File: src/rtl/dcache_pkg.sv
// Shared state encoding, default geometry and address-field helpers for the data cache
// and its miss controller.
package dcache_pkg;

    localparam int DC_DW_OFFSET_WIDTH = 3;
    localparam int DC_LINE_WIDTH      = 6;
    localparam int DC_TAG_WIDTH       = 32 - DC_DW_OFFSET_WIDTH - 3 - DC_LINE_WIDTH;
    localparam int DC_BLOCK_SIZE      = 1 << DC_DW_OFFSET_WIDTH;

    typedef enum logic [2:0] {
        IDLE,
        LOOKUP,
        MISS_REQ,
        REFILL,
        FILL_WRITE,
        STORE_REQ,
        STORE_ACK
    } dcache_state_e;

    function automatic logic [DC_TAG_WIDTH-1:0] get_tag(input logic [31:0] addr);
        return addr[31 -: DC_TAG_WIDTH];
    endfunction

    function automatic logic [DC_LINE_WIDTH-1:0] get_index(input logic [31:0] addr);
        return addr[DC_LINE_WIDTH+DC_DW_OFFSET_WIDTH+2 : DC_DW_OFFSET_WIDTH+3];
    endfunction

    function automatic logic [DC_DW_OFFSET_WIDTH-1:0] get_offset(input logic [31:0] addr);
        return addr[DC_DW_OFFSET_WIDTH+2 : 3];
    endfunction

endpackage

File: src/rtl/dcache_store_merge.sv
// Byte-granular merge of a store double word into the current array contents.
module dcache_store_merge (
    input  logic [63:0] old_dw_i,
    input  logic [63:0] new_dw_i,
    input  logic [7:0]  wstrb_i,
    output logic [63:0] merged_o
);

    always_comb begin
        merged_o = old_dw_i;
        for (int i = 0; i < 8; i++) begin
            if (wstrb_i[i]) begin
                merged_o[i*8 +: 8] = new_dw_i[i*8 +: 8];
            end
        end
    end

endmodule

File: src/rtl/dcache_miss_controller.sv
// Single-outstanding load/store controller for a direct-mapped, write-through,
// no-write-allocate data cache; refills whole blocks on load misses.
module dcache_miss_controller
    import dcache_pkg::*;
#(
    parameter int  double_word_offset_width = DC_DW_OFFSET_WIDTH,
    parameter int  line_width               = DC_LINE_WIDTH,
    localparam int tag_width                = 32 - double_word_offset_width - 3 - line_width,
    localparam int block_size               = 1 << double_word_offset_width
) (
    input  logic                        clock,
    input  logic                        reset,
    input  logic                        req_valid,
    output logic                        req_ready,
    input  logic [31:0]                 req_address,
    input  logic                        req_write,
    input  logic [63:0]                 req_wdata,
    input  logic [7:0]                  req_wstrb,
    output logic                        resp_valid,
    output logic [63:0]                 resp_data,
    output logic [31:0]                 cache_address,
    input  logic [63:0]                 cache_data,
    input  logic [tag_width-1:0]        cache_tag,
    input  logic                        cache_tag_valid,
    output logic                        cache_write_in,
    output logic [line_width-1:0]       cache_write_line_index,
    output logic [64*block_size-1:0]    cache_write_block,
    output logic [tag_width-1:0]        cache_write_tag,
    output logic [block_size-1:0]       cache_write_mask,
    output logic                        mem_req_valid,
    input  logic                        mem_req_ready,
    output logic [31:0]                 mem_req_address,
    output logic                        mem_req_write,
    output logic [63:0]                 mem_req_wdata,
    output logic [7:0]                  mem_req_wstrb,
    input  logic                        mem_resp_valid,
    input  logic [63:0]                 mem_resp_data
);

    localparam int IDX_LO = double_word_offset_width + 3;
    localparam int IDX_HI = line_width + double_word_offset_width + 2;
    localparam logic [double_word_offset_width-1:0] LAST_BEAT = '1;

    dcache_state_e                       state_q, state_d;
    logic [31:3]                         addr_q, addr_d;
    logic                                write_q, write_d;
    logic [63:0]                         wdata_q, wdata_d;
    logic [7:0]                          wstrb_q, wstrb_d;
    logic [double_word_offset_width-1:0] beat_q, beat_d;
    logic [63:0]                         buffer_q [block_size];
    logic [63:0]                         buffer_d [block_size];
    logic                                resp_valid_q, resp_valid_d;
    logic [63:0]                         resp_data_q, resp_data_d;

    logic [double_word_offset_width-1:0] offset;
    logic [line_width-1:0]               index;
    logic [tag_width-1:0]                tag;
    logic                                hit;
    logic [63:0]                         merged_dw;
    logic                                write_en;

    assign offset = addr_q[IDX_LO-1:3];
    assign index  = addr_q[IDX_HI:IDX_LO];
    assign tag    = addr_q[31 -: tag_width];
    assign hit    = cache_tag_valid && (cache_tag == tag);

    dcache_store_merge u_store_merge (
        .old_dw_i (cache_data),
        .new_dw_i (wdata_q),
        .wstrb_i  (wstrb_q),
        .merged_o (merged_dw)
    );

    always_comb begin
        state_d                = state_q;
        addr_d                 = addr_q;
        write_d                = write_q;
        wdata_d                = wdata_q;
        wstrb_d                = wstrb_q;
        beat_d                 = beat_q;
        buffer_d               = buffer_q;
        resp_valid_d           = 1'b0;
        resp_data_d            = '0;
        req_ready              = 1'b0;
        cache_address          = {addr_q, 3'b000};
        write_en               = 1'b0;
        cache_write_line_index = index;
        cache_write_tag        = tag;
        cache_write_block      = '0;
        cache_write_mask       = '0;
        mem_req_valid          = 1'b0;
        mem_req_address        = '0;
        mem_req_write          = 1'b0;
        mem_req_wdata          = '0;
        mem_req_wstrb          = '0;

        unique case (state_q)
            IDLE: begin
                req_ready     = 1'b1;
                cache_address = req_address;
                if (req_valid) begin
                    addr_d  = req_address[31:3];
                    write_d = req_write;
                    wdata_d = req_wdata;
                    wstrb_d = req_wstrb;
                    state_d = LOOKUP;
                end
            end
            LOOKUP: begin
                if (write_q) begin
                    if (hit) begin
                        write_en                                  = 1'b1;
                        cache_write_mask[offset]                  = 1'b1;
                        cache_write_block[int'(offset)*64 +: 64]  = merged_dw;
                    end
                    state_d = STORE_REQ;
                end else if (hit) begin
                    resp_valid_d = 1'b1;
                    resp_data_d  = cache_data;
                    state_d      = IDLE;
                end else begin
                    state_d = MISS_REQ;
                end
            end
            MISS_REQ: begin
                mem_req_valid   = 1'b1;
                mem_req_address = {addr_q[31:IDX_LO], {IDX_LO{1'b0}}};
                if (mem_req_ready) begin
                    beat_d  = '0;
                    state_d = REFILL;
                end
            end
            REFILL: begin
                if (mem_resp_valid) begin
                    buffer_d[beat_q] = mem_resp_data;
                    beat_d           = beat_q + 1'b1;
                    if (beat_q == LAST_BEAT) begin
                        state_d = FILL_WRITE;
                    end
                end
            end
            FILL_WRITE: begin
                write_en         = 1'b1;
                cache_write_mask = '1;
                for (int i = 0; i < block_size; i++) begin
                    cache_write_block[i*64 +: 64] = buffer_q[i];
                end
                resp_valid_d = 1'b1;
                resp_data_d  = buffer_q[offset];
                state_d      = IDLE;
            end
            STORE_REQ: begin
                mem_req_valid   = 1'b1;
                mem_req_write   = 1'b1;
                mem_req_address = {addr_q, 3'b000};
                mem_req_wdata   = wdata_q;
                mem_req_wstrb   = wstrb_q;
                if (mem_req_ready) begin
                    state_d = STORE_ACK;
                end
            end
            STORE_ACK: begin
                if (mem_resp_valid) begin
                    resp_valid_d = 1'b1;
                    state_d      = IDLE;
                end
            end
            default: state_d = IDLE;
        endcase

        // Reset is synchronous, so the state register may still be stale in the reset cycle.
        if (!reset) begin
            req_ready     = 1'b0;
            mem_req_valid = 1'b0;
            write_en      = 1'b0;
        end
    end

    assign cache_write_in = write_en;
    assign resp_valid     = resp_valid_q && reset;
    assign resp_data      = reset ? resp_data_q : '0;

    always_ff @(posedge clock) begin
        if (!reset) begin
            state_q      <= IDLE;
            addr_q       <= '0;
            write_q      <= 1'b0;
            wdata_q      <= '0;
            wstrb_q      <= '0;
            beat_q       <= '0;
            resp_valid_q <= 1'b0;
            resp_data_q  <= '0;
        end else begin
            state_q      <= state_d;
            addr_q       <= addr_d;
            write_q      <= write_d;
            wdata_q      <= wdata_d;
            wstrb_q      <= wstrb_d;
            beat_q       <= beat_d;
            resp_valid_q <= resp_valid_d;
            resp_data_q  <= resp_data_d;
        end
    end

    // The refill buffer is pure datapath and is always fully overwritten before use.
    always_ff @(posedge clock) begin
        buffer_q <= buffer_d;
    end

endmodule

File: config.mk
export PLATFORM = sky130hd
export DESIGN_NAME = dcache_miss_controller
export DESIGN_NICKNAME = d
export VERILOG_FILES = /design/src/rtl/dcache_pkg.sv /design/src/rtl/dcache_store_merge.sv /design/src/rtl/dcache_miss_controller.sv
export SDC_FILE = /design/constraint.sdc
export NUM_CORES = 1
export LEC_CHECK = 0
export ABC_AREA = 1
export CORE_AREA = 2 2 393 395
export CTS_CLUSTER_DIAMETER = 120
export CTS_CLUSTER_SIZE = 8
export DETAILED_ROUTE_END_ITERATION = 16
export DIE_AREA = 0 0 395 397
export DONT_BUFFER_PORTS = 1
export PLACE_DENSITY = 0.48
export SETUP_SLACK_MARGIN = 0.02
export SLEW_MARGIN = 0
export SYNTH_ARGS = -nofsm -noshare
export SYNTH_HDL_FRONTEND = slang
export SYNTH_SLANG_ARGS = --single-unit
File: constraint.sdc
create_clock -name clock -period 10.1 [get_ports clock]
set_input_delay 1.01 -clock clock [delete_from_list [all_inputs] [get_ports clock]]
set_output_delay 1.01 -clock clock [all_outputs]
set_load 0.05 [all_outputs]
==> impl_metrics.prom <==
# TYPE chip_impl_metric gauge
chip_impl_info{name="status",value="finished clean"} 1
chip_impl_metric{name="worst_skew_pair.late_latency",unit="ns"} 0.71
chip_impl_info{name="cts_tree",value="done"} 1
chip_impl_info{name="grt_setup_unrepaired",value="no"} 1
chip_impl_metric{name="die_height",unit="um"} 397
chip_impl_metric{name="slew_headroom",unit="%"} 10.87
chip_impl_metric{name="grt_remaining_overflow",unit=""} 0
chip_impl_info{name="start_kind",value="register"} 1
chip_impl_metric{name="synth_enable_flop_cells",unit=""} 512
chip_impl_metric{name="max_freq",unit="MHz"} 151.1
chip_impl_metric{name="routabilityCongestion",unit=""} 1.015
chip_impl_metric{name="ctsResizeCount",unit=""} 0
chip_impl_info{name="synthFlopType",value="sky130_fd_sc_hd__edfxtp_1"} 1
chip_impl_metric{name="syn_to_final_growth",unit="%"} 18.01
chip_impl_info{name="cp-end-kind",value="output port"} 1
chip_impl_metric{name="dieArea",unit="mm2"} 0.1568
chip_impl_metric{name="routed-via-count",unit=""} 36608
chip_impl_metric{name="setup_tns",unit="ns"} 0
chip_impl_metric{name="place_worst_setup_slack",unit="ns"} 4.200
chip_impl_metric{name="postSynthAreaPerCell",unit="um2"} 7.939
chip_impl_metric{name="cts.sinks",unit=""} 685
chip_impl_metric{name="grt_start_max_net_pins",unit=""} 201
chip_impl_metric{name="drt-wirelength-per-cell",unit="um"} 36.66
chip_impl_info{name="holdCritPathClass",value="in2reg"} 1
chip_impl_metric{name="port-buffer-count",unit=""} 0
chip_impl_metric{name="worstPathMaxFanout",unit=""} 200
chip_impl_metric{name="finish.net_count",unit=""} 4900
chip_impl_metric{name="finalCritPeriodShare",unit="%"} 65.51
chip_impl_metric{name="number_of_global_route_vias_before_repair",unit=""} 33870
chip_impl_metric{name="routed_wl",unit="um"} 246100
chip_impl_metric{name="timing.final.hold_violations",unit=""} 0
chip_impl_metric{name="synth-warning-count",unit=""} 0
chip_impl_metric{name="synthArstFlopShare",unit="%"} 0
chip_impl_metric{name="netlist_area",unit="mm2"} 0.03640
chip_impl_metric{name="coreArea",unit="mm2"} 0.1530
chip_impl_metric{name="max-cap-violations",unit=""} 0
chip_impl_metric{name="initial_core_util",unit="%"} 23.80
chip_impl_metric{name="fp.dieW",unit="um"} 395
chip_impl_metric{name="ff2ff_setup_slack",unit="ns"} 6.07
chip_impl_metric{name="seq_area_frac_synth",unit="%"} 51.75
chip_impl_metric{name="drcViolationCount",unit=""} 0
chip_impl_metric{name="maximum_vdd_ir_drop",unit="mV"} 0.2049
chip_impl_metric{name="synth_seq_cells",unit=""} 685
chip_impl_metric{name="h-tree-depth",unit=""} 3
chip_impl_metric{name="grt_first_pass_wirelength",unit="um"} 318500
chip_impl_metric{name="floorplan.rows",unit=""} 144
chip_impl_metric{name="place_inst",unit=""} 6579
chip_impl_metric{name="final_period_minus_worst_setup_slack",unit="ns"} 6.617
chip_impl_metric{name="post_route_cells_drive_above_1_share",unit="%"} 11.75
chip_impl_metric{name="groute.usage.overall",unit="%"} 29.93
chip_impl_metric{name="report.final.setup_viol",unit=""} 0
chip_impl_info{name="cts-root-buf",value="sky130_fd_sc_hd__clkbuf_16"} 1
chip_impl_metric{name="drtAntennaViolNets",unit=""} 0
chip_impl_metric{name="cts-root-to-sink-buffers",unit=""} 3
chip_impl_metric{name="critPathArrivalTime",unit="ns"} 5.61
chip_impl_metric{name="p_leak",unit="nW"} 15.31
chip_impl_metric{name="detailedRoute.firstPassIterationCount",unit=""} 7
chip_impl_metric{name="cellPowerDensity",unit="mW/mm2"} 254.4
chip_impl_metric{name="detail_route.iter0.violations",unit=""} 5200
chip_impl_metric{name="req_time_crit_path",unit="ns"} 9.09
chip_impl_metric{name="syn-instance-count",unit=""} 4585
chip_impl_metric{name="skew",unit="ns"} 0.03438
chip_impl_info{name="layout_commonest_cell",value="sky130_fd_sc_hd__nand2_1"} 1
chip_impl_metric{name="final_cell_count_no_fill",unit=""} 6713
chip_impl_metric{name="clk_transition_reported_paths",unit="ns"} 0.07
chip_impl_metric{name="cts_hold_repair.buffers",unit=""} 0
chip_impl_metric{name="post-dp-hpwl",unit="um"} 178700
chip_impl_info{name="final_cell_mix",value="sky130_fd_sc_hd__nand2_1, sky130_fd_sc_hd__inv_1, sky130_fd_sc_hd__edfxtp_1"} 1
chip_impl_metric{name="timing_worst_slew_pin_value",unit="ns"} 1.328
chip_impl_metric{name="top_level_ports",unit=""} 1010
chip_impl_metric{name="synthDistinctLibCells",unit=""} 39
chip_impl_metric{name="timing.final.max_slew_violations",unit=""} 0
chip_impl_info{name="critPathKind",value="reg2out"} 1
chip_impl_metric{name="final.setup.worst_slack",unit="ns"} 3.483
chip_impl_metric{name="antenna_found_initial",unit=""} 18
chip_impl_metric{name="drt-vias-per-instance",unit=""} 5.453
chip_impl_metric{name="numCtsBuffers",unit=""} 96
chip_impl_metric{name="cts_setup_buffers",unit=""} 0
==> cell usage after synthesis (25+ instances only) <==
library cell | number | area (um2)
sky130_fd_sc_hd__nand2_1 | 1225 | 4598
sky130_fd_sc_hd__nor2_1 | 374 | 1404
sky130_fd_sc_hd__a21oi_1 | 202 | 1011
sky130_fd_sc_hd__buf_1 | 26 | 97.59
sky130_fd_sc_hd__clkbuf_1 | 177 | 664.4
sky130_fd_sc_hd__o21ai_1 | 196 | 980.9
sky130_fd_sc_hd__o21ai_0 | 284 | 1421
sky130_fd_sc_hd__inv_1 | 595 | 2233
sky130_fd_sc_hd__inv_2 | 25 | 93.84
sky130_fd_sc_hd__a22oi_1 | 68 | 510.5
sky130_fd_sc_hd__buf_4 | 36 | 270.3
sky130_fd_sc_hd__edfxtp_1 | 512 | 15370
sky130_fd_sc_hd__dfxtp_1 | 173 | 3463
sky130_fd_sc_hd__buf_2 | 126 | 630.6
sky130_fd_sc_hd__nand4_1 | 107 | 669.4
sky130_fd_sc_hd__o22ai_1 | 370 | 2315
sky130_fd_sc_hd__nand3_1 | 37 | 185.2
==> final timing paths <==
check | endpoint | cells past startpoint | startpoint
setup / recovery | cache_write_block[220] | 10 | addr_q[22]
hold / removal | buffer_q[338] | 0 | mem_resp_data[18]
setup reg to reg | resp_data_q[13] | 8 | addr_q[3]
hold reg to reg | wdata_q[13] | 2 | wdata_q[13]
==> per-stage QoR <==
step / utilization [%] / instance area (um2) / total power, mW / hold slack [ns]
floorplan: - / 36410 / 6.004 / 0.4445
global placement: 26.32 / 40250 / 7.818 / 0.4595
detailed placement: 26.32 / 40250 / 7.813 / 0.4606
CTS: 28.07 / 42930 / 10.91 / 0.3254
global route: 28.07 / 42940 / 11.23 / 0.3560
finish: 28.08 / 42950 / 10.93 / 0.3930
==> worst max-delay path: stages (launching register included) <==
cell and delay [ns]:
sky130_fd_sc_hd__dfxtp_1 0.73, sky130_fd_sc_hd__inv_2 0.15, sky130_fd_sc_hd__nand2_1 0.12, sky130_fd_sc_hd__nand2_1 0.08, sky130_fd_sc_hd__nor2_1 0.10, sky130_fd_sc_hd__nand4_1 0.13
sky130_fd_sc_hd__nor2_4 0.15, sky130_fd_sc_hd__buf_4 0.70, sky130_fd_sc_hd__nand3b_4 0.75, sky130_fd_sc_hd__buf_12 0.50, sky130_fd_sc_hd__o22ai_1 1.09
==> state kept, by name, indices dropped and copies added (netlist names) <==
name and cells:
buffer_q 512, resp_data_q 64, wdata_q 64, addr_q 29
wstrb_q 8, beat_q 3, state_q 3, resp_valid_q 1
write_q 1
==> logic make-up (layout without fill, tap and decap cells) <==
group	Yosys count	after routing	share of synthesized area, %
and+or+nand+nor	1771	1771	19.54
AOI/OAI and AO/OA	1128	1128	17.32
buffers and inverters	991	1066	11.08
DFF	685	685	51.75
adders and majority gates	8	8	0.2750
other	1	10	0.01030
xor gates and xnor gates	1	1	0.02407
==> final cells by class <==
cell class | instances | area, um2
repair buffers | 315 | 2445
fillers | 16659 | 110000
diodes | 7 | 17.52
clock inverters | 9 | 191.4
well taps | 2044 | 2557
multi-input cells | 2911 | 14050
flip-flops and latches | 685 | 18840
clock buffers | 118 | 2485
inverters | 624 | 2365
==> routing by layer <==
layer	part of all wire [%]	track usage (%)
met1	39	37.92
met2	44	45.81
met3	12	10.47
met4	5.0	13.27
met5	0.014	0
==> power by group <==
group          internal (mW)  switching [mW]
Combinational          0.693            3.61
Sequential              3.19           0.333
Clock                   1.76            1.34
Total                   5.64            5.29
Note: power is estimated with default switching activity, not from simulation.
